`src/rtl/dmem_responder_if.sv`:
```
// Memory-stage request/response bundle between the pipeline datapath (master)
// and the data-memory responder (slave).
interface dmem_responder_if;
   logic        MemReadM;
   logic        MemWriteM;
   logic [31:0] AddrM;
   logic [31:0] WriteDataM;
   logic [31:0] ReadDataM;
   logic        StallM;
   logic        MisalignM;

   modport master (
      output MemReadM, MemWriteM, AddrM, WriteDataM,
      input  ReadDataM, StallM, MisalignM
   );

   modport slave (
      input  MemReadM, MemWriteM, AddrM, WriteDataM,
      output ReadDataM, StallM, MisalignM
   );
endinterface

```
`src/rtl/dmem_responder.sv`:
```
// Multi-cycle data-memory responder with RD_LAT access latency and pipeline stall.
// Define DMEM_WRITE_BUFFER_EN to post aligned stores through a one-entry write buffer.
module dmem_responder #(
   parameter int DEPTH  = 64,
   parameter int RD_LAT = 2
) (
   input logic             clk,
   input logic             reset,
   dmem_responder_if.slave bus
);
   localparam int AW = $clog2(DEPTH);
   localparam int CW = $clog2(RD_LAT + 1);
   localparam logic [CW-1:0] CNT_INIT = CW'(RD_LAT - 1);

   localparam logic [1:0] S_IDLE = 2'd0;
   localparam logic [1:0] S_BUSY = 2'd1;
   localparam logic [1:0] S_DONE = 2'd2;

   logic [31:0]    r_ram [DEPTH];
   logic [1:0]     r_state;
   logic [CW-1:0]  r_cnt;
   logic [AW-1:0]  r_idx;
   logic [31:0]    r_data;
   logic           r_is_store;
   logic [31:0]    r_rdata;

   logic           w_req;
   logic           w_go;
   logic           w_start;
   logic           w_idle_stall;
   logic           w_enter_done;
   logic           w_load_enter;
   logic           w_commit;
   logic           w_we;
   logic [AW-1:0]  w_idx;
   logic [AW-1:0]  w_rd_idx;
   logic [AW-1:0]  w_we_idx;
   logic [31:0]    w_we_data;
   logic           w_unused_addr;

   assign w_req         = bus.MemReadM | bus.MemWriteM;
   assign w_idx         = bus.AddrM[AW+1:2];
   assign w_go          = w_req && (bus.AddrM[1:0] == 2'b00);
   assign bus.MisalignM = w_req && (bus.AddrM[1:0] != 2'b00);
   // Upper address bits alias onto the same words.
   assign w_unused_addr = ^bus.AddrM[31:AW+2];

   assign w_commit = (r_state == S_DONE) && r_is_store;

`ifdef DMEM_WRITE_BUFFER_EN
   logic           r_wb_valid;
   logic [AW-1:0]  r_wb_idx;
   logic [31:0]    r_wb_data;
   logic [CW-1:0]  r_wb_cnt;
   logic           w_wb_capture;
   logic           w_wb_drain;

   assign w_wb_capture = (r_state == S_IDLE) && w_go && bus.MemWriteM && !r_wb_valid;
   assign w_wb_drain   = r_wb_valid && (r_wb_cnt == '0);
   // Only loads take the FSM path; anything arriving behind a pending post waits.
   assign w_start      = (r_state == S_IDLE) && w_go && !bus.MemWriteM && !r_wb_valid;
   assign w_idle_stall = w_go && (r_wb_valid || !bus.MemWriteM);

   always_ff @(posedge clk) begin
      if (reset) begin
         r_wb_valid <= 1'b0;
         r_wb_cnt   <= '0;
         r_wb_idx   <= '0;
         r_wb_data  <= '0;
      end else if (w_wb_capture) begin
         r_wb_valid <= 1'b1;
         r_wb_cnt   <= CNT_INIT;
         r_wb_idx   <= w_idx;
         r_wb_data  <= bus.WriteDataM;
      end else if (r_wb_valid) begin
         if (r_wb_cnt == '0)
            r_wb_valid <= 1'b0;
         else
            r_wb_cnt <= r_wb_cnt - CW'(1);
      end
   end

   assign w_we      = w_commit || w_wb_drain;
   assign w_we_idx  = w_commit ? r_idx  : r_wb_idx;
   assign w_we_data = w_commit ? r_data : r_wb_data;
`else
   assign w_start      = (r_state == S_IDLE) && w_go;
   assign w_idle_stall = w_go;

   assign w_we      = w_commit;
   assign w_we_idx  = r_idx;
   assign w_we_data = r_data;
`endif

   assign bus.StallM = (r_state == S_IDLE) ? w_idle_stall : (r_state == S_BUSY);

   // With RD_LAT=1 the IDLE cycle jumps straight to DONE, so the read uses the live address.
   assign w_enter_done = ((r_state == S_BUSY) && (r_cnt == CW'(1))) ||
                         (w_start && (RD_LAT == 1));
   assign w_load_enter = w_enter_done &&
                         ((r_state == S_IDLE) ? !bus.MemWriteM : !r_is_store);
   assign w_rd_idx     = (r_state == S_IDLE) ? w_idx : r_idx;

   always_ff @(posedge clk) begin
      if (reset) begin
         r_state    <= S_IDLE;
         r_cnt      <= '0;
         r_idx      <= '0;
         r_data     <= '0;
         r_is_store <= 1'b0;
      end else begin
         case (r_state)
            S_IDLE: begin
               if (w_start) begin
                  r_idx      <= w_idx;
                  r_data     <= bus.WriteDataM;
                  r_is_store <= bus.MemWriteM;
                  r_cnt      <= CNT_INIT;
                  r_state    <= (RD_LAT == 1) ? S_DONE : S_BUSY;
               end
            end
            S_BUSY: begin
               r_cnt <= r_cnt - CW'(1);
               if (r_cnt == CW'(1))
                  r_state <= S_DONE;
            end
            S_DONE:  r_state <= S_IDLE;
            default: r_state <= S_IDLE;
         endcase
      end
   end

   // RAM contents survive reset; a store still in flight at reset is simply never written.
   always_ff @(posedge clk) begin
      if (w_we && !reset)
         r_ram[w_we_idx] <= w_we_data;
   end

   always_ff @(posedge clk) begin
      if (reset)
         r_rdata <= '0;
      else if (w_load_enter)
         r_rdata <= r_ram[w_rd_idx];
   end

   assign bus.ReadDataM = r_rdata;
endmodule
```
`src/flat_wrapper.sv`:
```
// flat-port wrapper written by rule: the top's interface ports become plain ports
module dmem_responder_flat 
#(
   parameter int DEPTH  = 64,
   parameter int RD_LAT = 2
)
  (clk, reset, bus_MemReadM, bus_MemWriteM, bus_AddrM, bus_WriteDataM, bus_ReadDataM, bus_StallM, bus_MisalignM);
  dmem_responder_if bus_i ();
  input logic clk;
  input logic reset;
  input wire logic [$bits(bus_i.MemReadM)-1:0] bus_MemReadM;
  input wire logic [$bits(bus_i.MemWriteM)-1:0] bus_MemWriteM;
  input wire logic [$bits(bus_i.AddrM)-1:0] bus_AddrM;
  input wire logic [$bits(bus_i.WriteDataM)-1:0] bus_WriteDataM;
  output wire logic [$bits(bus_i.ReadDataM)-1:0] bus_ReadDataM;
  output wire logic [$bits(bus_i.StallM)-1:0] bus_StallM;
  output wire logic [$bits(bus_i.MisalignM)-1:0] bus_MisalignM;
  assign bus_i.MemReadM = bus_MemReadM;
  assign bus_i.MemWriteM = bus_MemWriteM;
  assign bus_i.AddrM = bus_AddrM;
  assign bus_i.WriteDataM = bus_WriteDataM;
  assign bus_ReadDataM = bus_i.ReadDataM;
  assign bus_StallM = bus_i.StallM;
  assign bus_MisalignM = bus_i.MisalignM;
  dmem_responder #(.DEPTH(DEPTH), .RD_LAT(RD_LAT)) u_core (.clk(clk), .reset(reset), .bus(bus_i));
endmodule
```
`config.mk`:
```
export PLATFORM = sky130hd
export DESIGN_NAME = dmem_responder_flat
export DESIGN_NICKNAME = d
export VERILOG_FILES = /design/src/rtl/dmem_responder_if.sv /design/src/rtl/dmem_responder.sv /design/src/flat_wrapper.sv
export SDC_FILE = /design/constraint.sdc
export NUM_CORES = 2
export LEC_CHECK = 0
export CORE_ASPECT_RATIO = 1.1
export CORE_MARGIN = 2
export CORE_UTILIZATION = 63
export CTS_CLUSTER_SIZE = 40
export DETAILED_ROUTE_END_ITERATION = 8
export PLACE_DENSITY = 0.8
export SETUP_SLACK_MARGIN = 0.02
export SYNTH_ARGS = -nofsm -noshare
export SYNTH_HDL_FRONTEND = slang
export SYNTH_SLANG_ARGS = --single-unit
```
`constraint.sdc`:
```
create_clock -name clk -period 4.4 [get_ports clk]
set_input_delay 0.66 -clock clk [delete_from_list [all_inputs] [get_ports clk]]
set_output_delay 0.66 -clock clk [all_outputs]
set_load 0.02 [all_outputs]
```
---- After elaboration in Yosys (flattened, before gate mapping) ----
Memory sizes are Yosys's and may differ from the RTL's. A register that Yosys moved wholly into a read port is not among the register bits.
Cells that the tools add are included.
cells by class
  reduce and logical (&&, ||, !) cells .... 17
  $add $sub $neg .......................... 1
  bitwise logic cells ..................... 1
  equal/unequal tests ..................... 5
  multiplexer cells ....................... 9
operators by type and width
  kind                                                                     count
  2-bit case mux with 2 select lines                                       2
  1-bit logical AND                                                        7
  6-bit two-way mux                                                        1
  2-bit AND reduction                                                      3
  2-bit by 1-bit equality test with 1-bit output, second input constant    2
  2-bit logical NOT                                                        2
  1-bit two-way mux                                                        4
  2-bit two-way mux                                                        2
  2-bit nonzero test                                                       2
  1-bit logical NOT                                                        3
  2-bit equality test, second input constant                               1
  2-bit by 1-bit inequality test with 1-bit output, second input constant  1
  2-bit inequality test, second input constant                             1
  2-bit by 1-bit subtractor with 2-bit output, second input constant       1
  1-bit OR                                                                 1
word-level totals
  bits in writable memories ............... 2048
  input port bits ......................... 68
  logic and storage cells ................. 39
  memories kept ........................... 1
  flip-flop bits (word level) ............. 43
memories
  name          depth  width  rd ports  clocked after Yosys merged registers in  wr ports  line                  source
  u_core.r_ram  64     32     1         1                                        1         dmem_responder.sv:19  logic [31:0] r_ram [DEPTH];

---- Depth between registers and ports, before layout ----
  depth in word-level cells ............... 5
  mapped depth ............................ 12

---- Least setup slack after synthesis ----
OpenSTA, ideal clock, no wires.
  path type ............................... reg2reg
  start ................................... register u_core.r_idx[0]
  end ..................................... memory u_core.r_ram[62][0] (enable)
  cell stages (with the launch flop) ...... 8
  arrival time ............................ 3.286 ns
  setup slack ............................. 0.693 ns
  buffers on the path ..................... 4
  path through ............................ dfxtp_1 buf_4 buf_2 clkbuf_1 buf_2 nor4_1 nand3_1 nor2_1
RTL lines
  item                    line                   source
  from (decl)             dmem_responder.sv:22   logic [AW-1:0] r_idx;
  from (signal assigned)  dmem_responder.sv:115  r_idx <= w_idx;
  to (decl)               dmem_responder.sv:19
Straight into the memory's write port.

---- Final worst setup path ----
  start ................................... register u_core.r_state[0]
  end ..................................... register u_core.r_rdata[23], in the netlist u_core.bus.ReadDataM[23], read port of u_core.r_ram
between the ends
  cells in the longest elaborated chain, start to end .. 3
  elaborated cells between the ends (all ways) .. 6
  those cells by class .................... 1 x eq/ne; 2 x mux; 3 x reduce/logical
ends and longest elaborated chain
  item                                                                                        line                                                                source
  from (decl)                                                                                 dmem_responder.sv:20                                                logic [1:0] r_state;
  from (signal assigned)                                                                      dmem_responder.sv:119                                               r_state <= (RD_LAT == 1) ? S_DONE : S_BUSY;
  2-bit by 1-bit equality test with 1-bit output / 2-bit logical NOT (equally long branches)  dmem_responder.sv:98, dmem_responder.sv:101, dmem_responder.sv:102
  1-bit logical AND / 1-bit two-way mux (equally long branches)                               dmem_responder.sv:98, dmem_responder.sv:101
  1-bit logical AND                                                                           dmem_responder.sv:100                                               assign w_load_enter = w_enter_done &&
  to (decl)                                                                                   dmem_responder.sv:25                                                logic [31:0] r_rdata;
Several ways; a longest one is shown, not always the timed one.
A chain may end at the register's enable or synchronous reset.

==> key figures <==
STA
  – Max Slew Vio Count: 0
  – Slew headroom: 20.8%
  – Tcrit/Tclk final: 96.2%
  – Final setup viols: 0
  – Setup_tns: 0 ns
  – Worst slew pin tran: 1.18 ns
  – Layout Skew: 0.0342 ns
  – Unrepaired setup endpoints after global routing: no
  – Tmin final: 4.23 ns
  – Post-route setup slack: 0.167 ns
  – Fin. Hold Viols: 0
  – F_max: 236 MHz

Routing
  – WL per Instance: 30.8 um
  – 1st-iter DRT viols: 8912
  – Via density: 7.05
  – Routed WL: 269 mm
  – DR vias: 61646
  – Drt pass-1 iters: 6
  – Antenna Nets Post-Route: 0
  – # DRC: 0

Power
  – Lkg Pwr: 36.4 nW
  – P per Cell Area: 408 nW/um2
  – Worst IR Drop VDD: 0.000485 V

Yosys
  – Synth Instances: 6558
  – Number of synthesized flops with an enable pin: 2048
  – Yosys top cell by area: edfxtp_1
  – Area share of the largest cell type after synthesis: 65.8%
  – Yosys warning total: 0
  – Post-Syn Area: 93500 um2
  – Count of different cell masters after synthesis: 69
  – FFs w/ async S/R, synth: 0%
  – Syn_area_per_cell: 14.3 um2
  – Largest cells by area after synthesis: edfxtp_1 (66%), mux2i_1 (12%), nor2_1 (2.7%)
  – Syn nets: 6627
  – #FFs+latches synth: 2123
  – Synth Flop Type: edfxtp_1
  – Seq/Total Area, Yosys: 67.4%

Cells and area
  – Syn-to-layout area delta: 11.4%
  – Post-layout nets: 6691
  – Proportion of layout cells with a drive suffix above 1: 11.7%

Clock network
  – CTS Hold Bufs: 0
  – Clk buf depth: 3
  – CTS tree: done
  – Clock sink total: 2123
  – Cts bufs inserted: 195
  – Root buf cell: clkbuf_16
  – Clock transition at path regs: 0.06 ns
  – Clk Latency, worst-skew pair: 0.86 ns
  – H-tree Lvls: 4

Worst hold path
  – Worst hold path type: primary input to flop

Floorplan
  – Die ar.: 152000 um2
  – Core Rows: 148
  – Core Box Area: 148000 um2
  – Starting density of the core: 63.3%
  – Die width: 371 um
  – I/O pin count: 102
  – Die height: 408 um

Setup path
  – Endpoint type of the worst setup path: flop
  – CP max FO: 26
  – Worst endpoint required time: 5.13 ns
  – Setup crit start kind: flop
  – Setup Crit Path Kind: flop to flop
  – Crit path DAT: 4.97 ns

GRT
  – Number of global-route vias before repair: 61398
  – Number of antenna violations at the first check in global routing: 12
  – Pin count of the biggest net entering global routing: 176
  – First-pass GRT wire length: 388 mm
  – Gr usage total: 35.1%
  – Overflow after GRT: 0

Placed design
  – Dpl hpwl: 148 mm
  – Dpl ws: 0.169 ns
  – RD Place Congestion: 0.883
  – Port buffer count: 77

Status
  – Status: finished clean

Run
  – Number of max-cap violations: 0
==> path summary, 6_finish.rpt <==
check | cells past startpoint | slack, ns | endpoint | start
worst max-delay path | 10 | 0.17 | u_core.bus.ReadDataM[23] | u_core.r_state[0]
worst min-delay path | 3 | 0.36 | u_core.r_data[17] | bus_WriteDataM[17]
worst max register to register | 10 | 0.17 | u_core.bus.ReadDataM[23] | u_core.r_state[0]
worst min register to register | 2 | 0.46 | u_core.r_data[11] | u_core.r_data[11]
==> timing repair <==
action,CTS,global route
setup buffers,0,5
resized for setup,0,3
endpoints found under the setup margin,0,3
==> stage by stage <==
stage | instance area [um2] | util (%) | hold slack, ns | power, W | cells
final | 104000 | 70.6 | 0.355 | 0.0425 | 8743
after detailed placement | 97900 | 66.3 | 0.455 | 0.0262 | 8370
after global placement | 97900 | 66.3 | 0.443 | 0.0261 | 8370
after floorplan | 93500 | - | 0.444 | 0.0248 | 6558
after CTS | 104000 | 70.5 | 0.334 | 0.0424 | 8736
after global routing | 104000 | 70.6 | 0.371 | 0.0434 | 8741
==> Yosys cell counts, drive strengths merged, types with 4 or more instances <==
cell type / instances
edfxtp: 2048
mux2i: 1084
nor2: 666
nand2: 392
o211ai: 294
buf: 272
clkbuf: 229
nor3: 200
a21oi: 175
a31oi: 151
nand2b: 130
o22ai: 83
dfxtp: 75
a211oi: 70
nor2b: 69
o32ai: 67
o32a: 64
mux4: 63
nand3: 52
a32oi: 42
and3: 40
mux2: 32
o31ai: 29
a221oi: 28
a22oi: 25
nand4: 24
and4b: 22
a2111oi: 20
nor4: 17
o21ai: 16
and4: 10
nor4b: 10
o21bai: 8
a211o: 6
and2: 4
inv: 4
nand3b: 4
==> worst max-delay path: stages (launching register included) <==
cell and delay (ns):
dfxtp_1 0.46, nor2_4 0.49, buf_4 0.30, mux2i_1 0.10
buf_4 0.20, nor2_4 0.70, buf_4 0.53, nand3_1 0.14
nand4_1 0.12, nand3_1 0.55, and4b_1 0.49
==> area by class of cell <==
class,instances,area [um2]
antenna,2,5.00
timing repair buffer,368,3660
clock inverter,105,900
inverter,5,18.8
multi-input combinational,3929,28800
tap,1950,2440
fill,8935,43400
clock buffer,261,5270
sequential,2123,63100
==> cells in the final DEF, fill, tap and decap left out, types with 27 or more instances in the layout <==
cell and count:
clkbuf_1 55, a31oi_1 145, o32a_1 64, nor3_1 198, clkdlybuf4s50_1 73, a32oi_1 42, o32ai_1 67, nand2b_1 130
clkinv_1 43, o31ai_1 27, mux2_2 31, nor2b_1 69, a221oi_1 28, edfxtp_1 2048, o22ai_1 83, mux4_2 63
a211oi_1 70, dfxtp_2 32, dfxtp_1 40, nor2_1 596, nor2_4 69, nand3_1 52, mux2i_1 1081, clkinv_2 34
a21oi_1 175, buf_4 236, o211ai_1 294, clkbuf_16 198, and3_1 40, buf_12 56, nand2_1 392
==> logic make-up (layout without fill, tap and decap cells) <==
group | after synthesis | after routing | share of synthesized area (%)
flops | 2123 | 2123 | 67.4
mux | 1179 | 1179 | 13.5
compound gates | 1099 | 1099 | 8.51
fa+ha+maj | 1 | 1 | 0.0134
other cells | 0 | 2 | 0
simple gates | 1650 | 1650 | 8.08
buf+inv | 506 | 739 | 2.50
==> layer usage <==
layer  routed length, um  vias to the layer above  global-route usage, %
met5                  77                        -                      0
met2              123000                     4471                   52.9
met4               21000                       12                   25.3
li1                    -                    25720                      -
met1               92200                    30552                   45.0
met3               33300                      891                   7.94
==> state kept, by name, summed over array words and instances, names as in the netlist <==
name,flops
u_core.r_ram,2048
u_core.bus.ReadDataM,32
u_core.r_data,32
u_core.r_idx,6
u_core.r_cnt,2
u_core.r_state,2
u_core.r_is_store,1
==> power breakdown <==
group | internal [W] | leakage, nW | total, W | switching, W
Combinational | 0.00124 | 11.7 | 0.00371 | 0.00247
Sequential | 0.0221 | 21.7 | 0.0222 | 0.000105
Clock | 0.00919 | 3.02 | 0.0166 | 0.00739
Total | 0.0325 | 36.4 | 0.0425 | 0.00996
(Power assumes the default switching activity.)
